[config.mk]
export PLATFORM = sky130hd
export DESIGN_NAME = rns2bin_mrc
export DESIGN_NICKNAME = d
export VERILOG_FILES = /design/src/rtl/rns2bin_mrc.sv
export SDC_FILE = /design/constraint.sdc
export NUM_CORES = 1
export LEC_CHECK = 0
export BUFFER_PORTS_ARGS = -buffer_cell sky130_fd_sc_hd__buf_2
export CORE_MARGIN = 2
export CORE_UTILIZATION = 51
export DETAILED_ROUTE_END_ITERATION = 8
export PLACE_DENSITY = 0.69
export RECOVER_POWER = 100
export REMOVE_ABC_BUFFERS = 1
export SLEW_MARGIN = 20
export SYNTH_ARGS = -nofsm -noshare
export SYNTH_HDL_FRONTEND = slang
export SYNTH_SLANG_ARGS = --single-unit
export TNS_END_PERCENT = 20
[constraint.sdc]
create_clock -name clk -period 14.78 [get_ports clk]
set_clock_uncertainty 0.15 [all_clocks]
set_input_delay 2.217 -clock clk [delete_from_list [all_inputs] [get_ports clk]]
set_output_delay 2.217 -clock clk [all_outputs]
set_load 0.02 [all_outputs]
[src/rtl/rns2bin_mrc.sv]
// Reverse converter for the RNS base (8,7,5,3), M = 840.
// Sequential mixed-radix conversion: a1..a4 are the mixed-radix digits and
// X = a1 + 8*a2 + 56*a3 + 280*a4. One residue set in flight at a time,
// with a valid/ready handshake on both sides.
//
// state  | meaning
// -------+--------------------------------------------------------------
// S_IDLE | waiting for a residue set, in_ready_o = 1
// S_1    | a2 = (r7-a1) mod 7, t5 = 2*(r5-a1) mod 5, t3 = 2*(r3-a1) mod 3
// S_2    | a3 = 3*(t5-a2) mod 5, t3 = (t3-a2) mod 3
// S_3    | a4 = 2*(t3-a3) mod 3, assemble X and register the result
// S_OUT  | result presented, held until out_ready_i
//
// The multipliers 2, 3, 2 are the modular inverses of 8 mod 5, 7 mod 5 and
// 5 mod 3; 8 mod 7 and 7 mod 3 are 1, so those steps need no multiply.
// All reductions use compare-and-subtract, so no divider is built.
// Illegal residues run the same arithmetic; the result is discarded and
// replaced by 0 with out_err_o set, keeping the latency data-independent.

module rns2bin_mrc #(
    parameter bit SIGNED_OUT = 1'b1
) (
    input  logic       clk,
    input  logic       rst_n,
    input  logic       in_valid_i,
    output logic       in_ready_o,
    input  logic [2:0] mod8_i,
    input  logic [2:0] mod7_i,
    input  logic [2:0] mod5_i,
    input  logic [1:0] mod3_i,
    output logic       out_valid_o,
    input  logic       out_ready_i,
    output logic [9:0] bin_out_o,
    output logic       out_err_o
);

    typedef enum logic [2:0] {
        S_IDLE = 3'd0,
        S_1    = 3'd1,
        S_2    = 3'd2,
        S_3    = 3'd3,
        S_OUT  = 3'd4
    } state_t;

    // ------------------------------------------------------------------
    // Small modular helpers
    // ------------------------------------------------------------------
    function automatic logic [2:0] red7(input logic [2:0] x);
        return (x == 3'd7) ? 3'd0 : x;
    endfunction

    function automatic logic [2:0] red5(input logic [2:0] x);
        return (x >= 3'd5) ? (x - 3'd5) : x;
    endfunction

    function automatic logic [1:0] red3(input logic [2:0] x);
        logic [2:0] y;
        if (x >= 3'd6)
            y = x - 3'd6;
        else if (x >= 3'd3)
            y = x - 3'd3;
        else
            y = x;
        return y[1:0];
    endfunction

    function automatic logic [2:0] sub7(input logic [2:0] a, input logic [2:0] b);
        logic [3:0] d;
        if (a >= b)
            d = {1'b0, a} - {1'b0, b};
        else
            d = {1'b0, a} + 4'd7 - {1'b0, b};
        return d[2:0];
    endfunction

    function automatic logic [2:0] sub5(input logic [2:0] a, input logic [2:0] b);
        logic [3:0] d;
        if (a >= b)
            d = {1'b0, a} - {1'b0, b};
        else
            d = {1'b0, a} + 4'd5 - {1'b0, b};
        return d[2:0];
    endfunction

    function automatic logic [1:0] sub3(input logic [1:0] a, input logic [1:0] b);
        logic [2:0] d;
        if (a >= b)
            d = {1'b0, a} - {1'b0, b};
        else
            d = {1'b0, a} + 3'd3 - {1'b0, b};
        return d[1:0];
    endfunction

    function automatic logic [2:0] mul2_mod5(input logic [2:0] x);
        logic [3:0] y;
        y = {x, 1'b0};
        if (y >= 4'd10)
            y = y - 4'd10;
        else if (y >= 4'd5)
            y = y - 4'd5;
        return y[2:0];
    endfunction

    function automatic logic [2:0] mul3_mod5(input logic [2:0] x);
        logic [4:0] y;
        y = {2'b00, x} + {1'b0, x, 1'b0};
        if (y >= 5'd10)
            y = y - 5'd10;
        else if (y >= 5'd5)
            y = y - 5'd5;
        return y[2:0];
    endfunction

    function automatic logic [1:0] mul2_mod3(input logic [1:0] x);
        logic [2:0] y;
        y = {x, 1'b0};
        if (y >= 3'd3)
            y = y - 3'd3;
        return y[1:0];
    endfunction

    // ------------------------------------------------------------------
    // Registers
    // ------------------------------------------------------------------
    state_t     state_q;
    logic       in_ready_q;
    logic [2:0] r7_q;
    logic [2:0] r5_q;
    logic [1:0] r3_q;
    logic [2:0] a1_q;
    logic [2:0] a2_q;
    logic [2:0] a3_q;
    logic [2:0] t5_q;
    logic [1:0] t3_q;
    logic       err_q;
    logic       out_valid_q;
    logic       out_err_q;
    logic [9:0] bin_q;

    // Per-stage arithmetic results
    logic [2:0] s1_a2_d;
    logic [2:0] s1_t5_d;
    logic [1:0] s1_t3_d;
    logic [2:0] s2_a3_d;
    logic [1:0] s2_t3_d;
    logic [1:0] s3_a4_d;
    logic [9:0] x_d;
    logic [9:0] bin_d;
    logic       in_err_d;

    // Mixed-radix digit arithmetic for each stage, evaluated from the registered operands
    always_comb begin
        s1_a2_d = sub7(r7_q, red7(a1_q));
        s1_t5_d = mul2_mod5(sub5(r5_q, red5(a1_q)));
        s1_t3_d = mul2_mod3(sub3(r3_q, red3(a1_q)));
        s2_a3_d = mul3_mod5(sub5(t5_q, red5(a2_q)));
        s2_t3_d = sub3(t3_q, red3(a2_q));
        s3_a4_d = mul2_mod3(sub3(t3_q, red3(a3_q)));
        x_d     = {7'd0, a1_q}
                + {4'd0, a2_q, 3'd0}
                + 10'(a3_q) * 10'd56
                + 10'(s3_a4_d) * 10'd280;
        if (err_q)
            bin_d = 10'd0;
        else if (SIGNED_OUT && (x_d >= 10'd420))
            bin_d = x_d - 10'd840;
        else
            bin_d = x_d;
        in_err_d = (mod7_i == 3'd7) | (mod5_i > 3'd4) | (mod3_i == 2'd3);
    end

    // Conversion FSM with registered handshake and result outputs
    always_ff @(posedge clk or negedge rst_n) begin
        if (!rst_n) begin
            state_q     <= S_IDLE;
            in_ready_q  <= 1'b1;
            r7_q        <= 3'd0;
            r5_q        <= 3'd0;
            r3_q        <= 2'd0;
            a1_q        <= 3'd0;
            a2_q        <= 3'd0;
            a3_q        <= 3'd0;
            t5_q        <= 3'd0;
            t3_q        <= 2'd0;
            err_q       <= 1'b0;
            out_valid_q <= 1'b0;
            out_err_q   <= 1'b0;
            bin_q       <= 10'd0;
        end else begin
            case (state_q)
                S_IDLE: begin
                    if (in_valid_i) begin
                        r7_q       <= mod7_i;
                        r5_q       <= mod5_i;
                        r3_q       <= mod3_i;
                        a1_q       <= mod8_i;
                        err_q      <= in_err_d;
                        in_ready_q <= 1'b0;
                        state_q    <= S_1;
                    end
                end
                S_1: begin
                    a2_q    <= s1_a2_d;
                    t5_q    <= s1_t5_d;
                    t3_q    <= s1_t3_d;
                    state_q <= S_2;
                end
                S_2: begin
                    a3_q    <= s2_a3_d;
                    t3_q    <= s2_t3_d;
                    state_q <= S_3;
                end
                S_3: begin
                    bin_q       <= bin_d;
                    out_err_q   <= err_q;
                    out_valid_q <= 1'b1;
                    state_q     <= S_OUT;
                end
                S_OUT: begin
                    if (out_ready_i) begin
                        out_valid_q <= 1'b0;
                        out_err_q   <= 1'b0;
                        in_ready_q  <= 1'b1;
                        state_q     <= S_IDLE;
                    end
                end
                default: begin
                    out_valid_q <= 1'b0;
                    out_err_q   <= 1'b0;
                    in_ready_q  <= 1'b1;
                    state_q     <= S_IDLE;
                end
            endcase
        end
    end

    assign in_ready_o  = in_ready_q;
    assign out_valid_o = out_valid_q;
    assign out_err_o   = out_err_q;
    assign bin_out_o   = bin_q;

endmodule

==> summary.md <==
| Metric | Value |
|---|---|
| Warnings, synthesis | 0 |
| Max Cap Viol | 1 |
| Fraction of layout cells with a size suffix above 1 | 6.397% |
| DR vias/cell | 5.312 |
| Worst path arrival time | 5.78 ns |
| FP Rows | 32 |
| Area delta synth->final | 7.389% |
| Slowest CP cell | or4_1 |
| Final setup viols | 0 |
| Worst Setup End Kind | flip-flop |
| Run status | finished with violations |
| Reg clk slew, reported paths | 0.09 ns |
| CTS tree | built |
| Initial antenna violation count | 0 |
| I/O Buffers | 27 |
| Type of the worst setup path | flip-flop to flip-flop |
| Drt total wl | 7.301 mm |
| Cells after Synth | 446 |
| Clk sinks | 39 |
| Failing checks | capacitance limit, slew limit |
| Post-synth EDFFs | 0 |
| Fillers | 722 |
| Gp weighted congestion | 0.8204 |
| R2r setup slk | 9.03 ns |
| First-pass GRT wire length | 13.10 mm |
| Slew margin rel. | -48.84% |
| Hold path endpoint | bin_out_o[1]$_DFFE_PN0P_ |
| Chip Height | 92.15 um |
| Top cells by area, synth | dfrtp_1, ha_1, fa_1 |
| Final hold violations | 0 |
| Cells after DPL | 563 |
| Slowest stage delay, CP | 0.52 ns |
| Detailed Place HPWL | 5.616 mm |
| Reg-to-Reg End | bin_out_o[6]$_DFFE_PN0P_ |
| Root buf cell | clkbuf_8 |
| Peak Freq | 173.9 MHz |
| Area of the multi-input gates | 2703 um2 |
| Hold_sp | bin_out_o[1]$_DFFE_PN0P_ |
| #FFs+latches synth | 39 |
| Number of antenna diodes | 0 |
| RSZ-0062 raised after global routing | no |
| Number of I/O pins | 28 |
| Synth cell types | 58 |
| Critical Path Source Type | flip-flop |
| DIE WIDTH | 92.15 um |
| Largest area contributor in the netlist | dfrtp_1 |
| Critical Path RT | 14.82 ns |
| Setup tns final | 0 ns |
| Worst Hold Class | flip-flop to flip-flop |
| Pin count of the biggest net entering global routing | 40 |
| Vias in the first global route | 2920 |
| Die area | 8491 um2 |
| Final Non-Filler Cells | 571 |
| DR iter-0 viols | 96 |
| Measured slew at the worst slew-check pin | 2.233 ns |
| Period utilisation layout | 38.90% |
| Total CTS buffers | 5 |
| Max Buffers Root-to-Sink | 2 |
| Sequential area share after synthesis | 24.66% |
| Post-CTS sizing | 0 |
| Post-synth ARST share | 100.0% |
| CP Max Fanout | 8 |
| R2r startpoint | a3_q[2]$_DFFE_PN0P_ |
| CP Cell Sequence | inv_1, ha_1, a211oi_1, nor2b_1, xnor2_1, ha_1, inv_1, fa_1, a21oi_1, mux2_1, ha_1, fa_1, ha_1, inv_1, fa_1, inv_1, a21o_1, a21oi_1, xnor2_1, a31oi_1, or4_1, o311ai_0 |
| Min-Delay Path Depth | 2 |
| Tot GR Track Use | 18.61% |
| Detailed-route DRC error count | 0 |
| Syn_area_per_cell | 8.885 um2 |
| DRT antenna net count | 0 |
| Share of the synthesized area in the top cell type | 24.00% |
| Ys flop type | dfrtp_1 |
| Final worst path period need | 5.749 ns |
| Hold Buf Count CTS | 0 |
| Post-CTS setup buffers | 0 |
| Clk_lat worst skew | 0.29 ns |
| Max Slew Vio Count | 40 |
| Crit path buffers/inverters | 4 |
| TritonRoute pass-1 iters | 4 |
| Synthesized area | 3963 um2 |
| Via count | 3033 |
| Seq. cell area | 977.2 um2 |
| H-tree depth | 2 |
| Final nets | 559 |
| Reg2Reg Depth | 22 |
| Gr ovfl total | 0 |
| Wire length per cell | 12.79 um |
| Top delay family on crit path | adder cells |
| Initial Util | 52.09% |
| Core Area | 7607 um2 |
state kept, by name, summed over array words and instances, names as in the netlist, 3 cells and up:
signal     flops
a2_q           3
a3_q           3
bin_out_o     10
state_q        3
a1_q           3
r5_q           3
r7_q           3
t5_q           3
cells by family (layout without fill, tap and decap cells):
family | count (synthesis) | after routing | share of synthesized area (%)
XOR/XNOR | 22 | 22 | 5.241
adder cells (fa/ha/maj) | 76 | 76 | 26.84
AO/OA/AOI/OAI | 116 | 116 | 19.67
multiplexers | 9 | 9 | 2.557
flip-flops | 39 | 39 | 24.66
AND/OR/NAND/NOR | 114 | 114 | 14.21
buffers and inverters | 70 | 93 | 6.820
layout by cell type, fill, tap and decap left out, drive strengths merged, types with 3 or more instances in the layout:
cell type and instances:
o21ai 35, nor4 4, nor2 22, fa 15
a21oi 21, a211oi 7, nor4b 3, nor3 8
o22ai 4, nor2b 6, xor2 10, ha 61
o21a 3, o31ai 6, mux2 6, mux2i 3
clkbuf 22, a21o 10, nand2 45, buf 11
xnor2 11, and2 3, o21bai 3, dfrtp 38
o31a 3, o211ai 7, nand2b 7, inv 58
nand3 4
through the flow:
stage / instance area (um2) / worst slack, ns / hold slack, ns / utilization, %
2_1_floorplan: 3906 / 9.518 / 0.3375 / -
5_1_grt: 4255 / 8.491 / 0.3902 / 55.94
6_report: 4255 / 9.031 / 0.3365 / 55.94
3_3_place_gp: 4183 / 9.302 / 0.3131 / 54.98
3_5_place_dp: 4183 / 9.107 / 0.3109 / 54.98
4_1_cts: 4298 / 9.078 / 0.3324 / 56.50
tightest hold or removal path: stages (launching register included):
cell     delay (ns)
dfrtp_1        0.35
nand2_1        0.05
o31ai_1        0.06
synth_stat cells (all sizes together) (3+ instances only):
| cell | n |
|---|---|
| a211oi | 7 |
| a21o | 10 |
| a21oi | 21 |
| and2 | 3 |
| clkbuf | 12 |
| dfrtp | 38 |
| fa | 15 |
| ha | 61 |
| inv | 57 |
| mux2 | 6 |
| mux2i | 3 |
| nand2 | 45 |
| nand2b | 7 |
| nand3 | 4 |
| nor2 | 22 |
| nor2b | 6 |
| nor3 | 8 |
| nor4 | 4 |
| nor4b | 3 |
| o211ai | 7 |
| o21a | 3 |
| o21ai | 35 |
| o21bai | 3 |
| o22ai | 4 |
| o31a | 3 |
| o31ai | 6 |
| xnor2 | 11 |
| xor2 | 10 |
worst max-delay path by stage:
stage | start | end | slack (ns) | cells past startpoint
final | a3_q[2]$_DFFE_PN0P_ | bin_out_o[6]$_DFFE_PN0P_ | 9.03 | 22
after global routing | a2_q[1]$_DFFE_PN0P_ | a3_q[0]$_DFFE_PN0P_ | 8.49 | 20
after CTS | a3_q[2]$_DFFE_PN0P_ | bin_out_o[6]$_DFFE_PN0P_ | 9.08 | 22
after detailed placement | a3_q[2]$_DFFE_PN0P_ | bin_out_o[6]$_DFFE_PN0P_ | 9.11 | 22
after global placement | a3_q[2]$_DFFE_PN0P_ | bin_out_o[6]$_DFFE_PN0P_ | 9.30 | 22
after floorplan | a3_q[1]$_DFFE_PN0P_ | bin_out_o[6]$_DFFE_PN0P_ | 9.52 | 21
per-layer routing:
layer  track usage (%)  part of all wire, %
met5                 0                    0
met2             30.39                   46
met3             2.547                  1.9
met4             3.358                 0.62
met1             26.74                   51
area by class of cell:
type / instances / area share, %
Clock inverter: 3 / 1.088
Timing Repair Buffer: 28 / 2.793
Inverter: 57 / 5.028
Clock buffer: 5 / 1.617
Tap cell: 102 / 2.999
Multi-Input combinational cell: 337 / 63.51
Sequential cell: 39 / 22.96
Power is not shown: default switching activity piles up to over one toggle a cycle in this logic, so the estimate is an artifact.
